**src/rtl/input_filter.sv**
```systemverilog
`timescale 1ns/100ps
// input_filter: per-channel synchroniser chain followed by a digital glitch
// filter. Produces a registered filtered level plus one-cycle rise/fall
// strobes for every channel.
module input_filter #(
  parameter int               WIDTH       = 2,
  parameter int               SYNC_STAGES = 2,   // 1..4
  parameter int               FILTER_LEN  = 3,   // 1..16
  parameter logic [WIDTH-1:0] RESET_VALUE = '0
) (
  input  logic             clk,
  input  logic             rst,        // asynchronous, active low
  input  logic [WIDTH-1:0] q_in,
  input  logic             filter_en,
  output logic [WIDTH-1:0] q_out,
  output logic [WIDTH-1:0] rise,
  output logic [WIDTH-1:0] fall
);

  localparam int               CNT_W    = (FILTER_LEN > 1) ? $clog2(FILTER_LEN) : 1;
  localparam logic [CNT_W-1:0] CNT_LAST = CNT_W'(FILTER_LEN - 1);

  logic [WIDTH-1:0] sync_q [SYNC_STAGES];
  logic [WIDTH-1:0] sync;
  logic [CNT_W-1:0] cnt_q  [WIDTH];
  logic [CNT_W-1:0] cnt_d  [WIDTH];
  logic [WIDTH-1:0] q_d;

  // Synchroniser chain: stage 0 samples the pins, each later stage copies the previous one.
  always_ff @(posedge clk or negedge rst) begin
    if (!rst) begin
      // NOTE: these arrays are a handful of flops, not RAM, so they are reset
      // like any other register; a real memory would be left unreset.
      for (int k = 0; k < SYNC_STAGES; k++) sync_q[k] <= RESET_VALUE;
    end else begin
      // NOTE: non-blocking assignments make every stage read its neighbour's
      // old value, which is what turns this loop into a shift chain.
      sync_q[0] <= q_in;
      for (int k = 1; k < SYNC_STAGES; k++) sync_q[k] <= sync_q[k-1];
    end
  end

  // Only the last stage is considered settled enough to feed the filter.
  assign sync = sync_q[SYNC_STAGES-1];

  // Filter decision per channel: accept a disagreement once it has persisted
  // for the full filter length (or immediately in bypass), else count it.
  always_comb begin
    // NOTE: defaults first so every path assigns every output; no latches.
    q_d = q_out;
    for (int i = 0; i < WIDTH; i++) begin
      cnt_d[i] = '0;
      if (sync[i] != q_out[i]) begin
        if (!filter_en || cnt_q[i] == CNT_LAST) begin
          q_d[i] = sync[i];
        end else begin
          cnt_d[i] = cnt_q[i] + 1'b1;
        end
      end
    end
  end

  // Filter state, accepted level and edge strobes, all straight from flops.
  always_ff @(posedge clk or negedge rst) begin
    if (!rst) begin
      q_out <= RESET_VALUE;
      rise  <= '0;
      fall  <= '0;
      for (int i = 0; i < WIDTH; i++) cnt_q[i] <= '0;
    end else begin
      q_out <= q_d;
      rise  <= q_d & ~q_out;
      fall  <= ~q_d & q_out;
      for (int i = 0; i < WIDTH; i++) cnt_q[i] <= cnt_d[i];
    end
  end

endmodule

```
**config.mk**
```make
export PLATFORM = sky130hd
export DESIGN_NAME = input_filter
export DESIGN_NICKNAME = d
export VERILOG_FILES = /design/src/rtl/input_filter.sv
export SDC_FILE = /design/constraint.sdc
export NUM_CORES = 1
export LEC_CHECK = 0
export ABC_AREA = 1
export CORE_ASPECT_RATIO = 0.9
export CORE_MARGIN = 2
export CORE_UTILIZATION = 35
export DETAILED_ROUTE_END_ITERATION = 6
export SKIP_CTS_REPAIR_TIMING = 1
export SLEW_MARGIN = 20
export SYNTH_ARGS = -nofsm -noshare
export SYNTH_HDL_FRONTEND = slang
export SYNTH_SLANG_ARGS = --single-unit
export TNS_END_PERCENT = 100
```
**constraint.sdc**
```tcl
create_clock -name clk -period 0.8 [get_ports clk]
set_input_delay 0.24 -clock clk [delete_from_list [all_inputs] [get_ports clk]]
set_output_delay 0.24 -clock clk [all_outputs]
set_load 0.01 [all_outputs]
```
Word-level counts from Yosys, hierarchy flattened
Index checks and enable logic that the tools add are counted.

word-level totals
  register bits = 14
  input port bits = 5
  output and inout bits = 6
  logic and storage cells = 28

operators by class
  $add $sub $neg = 2
  equality and inequality tests = 4
  mux-type cells = 8
  bitwise logic cells = 4
  reductions and logical operators = 3

operators by type and width
  operator                                                       count
  2-bit 2-to-1 mux                                               4
  2-bit by 1-bit adder with 2-bit output, second input constant  2
  2-bit bitwise AND                                              2
  2-bit == test, second input constant                           2
  1-bit 2-to-1 mux                                               4
  2-bit NOT                                                      2
  1-bit logical OR                                               2
  1-bit inequality test                                          2
  1-bit zero test                                                1

Depth between registers and ports, before layout
  word-level depth = 6
  mapped depth = 7
  depth with buffers taken out = 7

Worst setup path before layout
No wires, ideal clock.

  kind = reg2reg
  start point = register cnt_q[2] (netlist name)
  end point = register q_out[0]
  setup time = 0.126 ns
  arrival = 0.773 ns
  required time = 0.674 ns
  slack = -0.099 ns
  stages on the path, launching flop included = 7
  buffers on the path = 0
  clock period less this slack = 0.899 ns
  path through = dfrtp_1 inv_1 ha_1 inv_1 nand2_1 nand2_1 o21ai_0

between the ends
  word-level cells in the longest chain between the ends = 4

ends and longest elaborated chain
  item                  RTL line  text
  from (decl)           25        logic [CNT_W-1:0] cnt_q [WIDTH];
  2-bit == test         54        if (!filter_en || cnt_q[i] == CNT_LAST) begin
  1-bit logical OR      54
  1-bit 2-to-1 mux      54
  1-bit 2-to-1 mux      53        if (sync[i] != q_out[i]) begin
  net q_d[0]            27        logic [WIDTH-1:0] q_d;
  to (signal assigned)  71        q_out <= q_d;
  to (decl)             15        output logic [WIDTH-1:0] q_out,

The timed path passes the listed nets, and every way through them passes these cells.

Worst setup path after layout
  start point = register q_out[0]
  end point = output port q_out[0]

No word-level cell between the ends.

==> results.md <==
- Post-layout util: 0.5137
- GRT Total Usage: 0.1049
- Drt first pass iters: 2
- Via count: 369
- Worst-margin pin slew: 0.2072 ns
- Dpl cells: 80
- Pleak: 0.3968 nW
- Slew HR: 0.8614
- Pin count of the biggest net entering global routing: 15
- Core area: 0.001415 mm2
- Worst Path Arrival: between 0.8 and 0.9 ns
- Initial DRC count: 4
- Worst-path fanout max: 2
- Post-synth ARST share: 1.000
- Number of buffers on the longest clock path: 2
- Syn avg cell area: slightly below 10 um2
- Die extent in y: approximately 40 um
- Final Hold Vio Count: 0
- CP max stage delay: ~0.40 ns
- FF-to-FF path depth: 7
- Vias per inst: 4.341
- Launching point of the worst reg2reg path: cnt_q[2]$_DFF_PN0_
- Filler instances: about 130
- Worst-Skew Late Latency: ~0.27 ns
- Reg2reg setup slack: -0.19 ns
- N_diodes: 0
- Synth Instances: 54
- Root Buffer: clkbuf_4
- Critical path type: flop to output port
- Synthesized flop and latch total: 14
- Post-DP HPWL: roughly 600 um
- Synth unique cells: 6
- Initial antenna violation count: 0
- Clock transition at path regs: 0.08 ns
- CP max stage cell: dfrtp_1
- Syn nets: between 60 and 70
- Fin Clk Skew: roughly 0.0011 ns
- Yosys top cell by area: dfrtp_1
- Commonest cells in the netlist: dfrtp_1 (14), inv_1 (14), nand2_1 (14)
- Post-synth top flop: dfrtp_1
- Max_cap viols: 0
- Final Max Slew Viols: 0
- Gpl congestion: 0.7198
- Number of CTS-inserted buffers: 3
- Final WS setup: -0.2510 ns
- Num Clock Sinks: 14
- Tcrit/Tclk final: 1.314
- P per Cell Area: about 2100 mW/mm2
- Crit path required time: roughly 0.56 ns
- Crit-path leading delay family: flip-flops
- Minimum clock period: 1.051 ns
- Post-route ant nets: 0
- Critical R2R Capture: cnt_q[2]$_DFF_PN0_
- Critical Path, Cell by Cell: clkbuf_2
- Full die area: approximately 0.0018 mm2
- Die Wd: 44.65 um
- IO Pins: 11
- Share of the synthesized area in the top cell type: 0.6731
- Sequential element share of the synthesized area: 0.6731
- Drt drc: 0
- Failing checks: setup timing
- CTS H-tree lvls: 1
- Count of buffers from port buffering: 10
- Number of synthesized flops with an enable pin: 0
- Std-Cell Rows: 13
- Status: finished, violations left
- Buf/Inv on CP: 1
- Initial Util: 0.3678
- Startpoint Class: flop
- Drt wl/cell: 10.31 um
- Setup violators final: 16
- Fmax achieved: 951.5 MHz
- Peak supply drop: around 0.0011 V
- CTS tree: done
- HP Class: input pin to async pin
- Total Nets Final: 78
- Warning count from the yosys run: 0
- Setup_tns: -2.849 ns
- Fin cells: 85
- CP Capture Type: output port
- Vias in the first global route: 308
- RSZ-0062 raised after global routing: yes
- First-pass GRT wire length: around 1.3 mm
- Post-Syn Area: roughly 520 um2
- Grt total ovfl: 0
- Total power: approximately 1.5 mW
- Area Growth Syn to Fin: 39.66%
- Share of post-route cells with drive strength above 1: 0.4286
- Top cells by area, synth: dfrtp_1 (67%), inv_1 (10%), nand2_1 (10%)
- Final wirelength: ~880 um
[worst max-delay path by stage]
| stage | start | cells after the start | to |
|---|---|---|---|
| 2_1_floorplan | cnt_q[0]$_DFF_PN0_ | 6 | q_out[1]$_DFF_PN0_ |
| 4_1_cts | q_out[0]$_DFF_PN0_ | 1 | q_out[0] |
| 5_1_grt | q_out[0]$_DFF_PN0_ | 1 | q_out[0] |
| 3_5_place_dp | q_out[0]$_DFF_PN0_ | 1 | q_out[0] |
| 6_report | q_out[0]$_DFF_PN0_ | 1 | q_out[0] |
| 3_3_place_gp | q_out[0]$_DFF_PN0_ | 1 | q_out[0] |
[cell type report]
| cell class | instances | area, um2 | area share |
|---|---|---|---|
| multi-input cells | 26 | 171.4 | 0.2358 |
| inverters | 14 | 52.55 | 0.07229 |
| clock buffers | 4 | 36.28 | 0.04991 |
| well taps | 15 | 18.77 | 0.02582 |
| repair buffers | 12 | 97.59 | 0.1343 |
| flip-flops and latches | 14 | 350.3 | 0.4819 |
[report_power, final]
group	leakage [nW]	switching (mW)	internal, mW	total [mW]
sequential	0.179	0.0273	0.754	0.781
combinational	0.197	0.121	0.0991	0.220
clock	0.0210	0.224	0.277	0.500
[per-stage QoR]
stage	hold WS (ns)	cell area, um2	worst slack [ns]
after floorplan	-0.05559	538.0	-0.08129
after global placement	0.3354	676.9	-0.3523
after detailed placement	0.3427	676.9	-0.3572
after CTS	0.2767	713.2	-0.6780
after global routing	0.2807	726.9	-0.2796
final	0.2790	726.9	-0.2510
[metal layers]
| layer | track usage | vias up | wire (um) |
|---|---|---|---|
| met5 | 0 | - | 0 |
| met4 | 0.06818 | 0 | 6 |
| met3 | 0.02703 | 2 | 38 |
| met2 | 0.1377 | 7 | 456 |
| met1 | 0.1500 | 176 | 375 |
| li1 | - | 184 | - |
[placed cells by master, fill, tap and decap left out]
cell             instances
inv_2                    5
clkbuf_2                 5
nand2_4                  2
inv_1                    9
nand2_1                 11
nor2_1                   1
o21ai_2                  1
o21ai_1                  1
dfrtp_1                 14
buf_2                    1
nor2_2                   7
clkdlybuf4s50_1          4
buf_4                    1
clkbuf_4                 3
ha_4                     1
ha_2                     1
nand2_2                  1
buf_12                   1
clkbuf_8                 1
[flip-flops by register name, summed over array words and instances, names as in the netlist]
register,cells
sync_q,2
cnt_q,4
sync,2
q_out,2
fall,2
rise,2
[logic make-up (layout without fill, tap and decap cells)]
kind of cell	after synthesis	in the layout	synth area share
buffers and inverters	14	30	0.1010
flip-flops	14	14	0.6731
adder cells (fa/ha/maj)	2	2	0.04807
AO/OA/AOI/OAI	2	2	0.01923
AND/OR/NAND/NOR	22	22	0.1587
No activity file was read; power rests on OpenSTA's default activity.
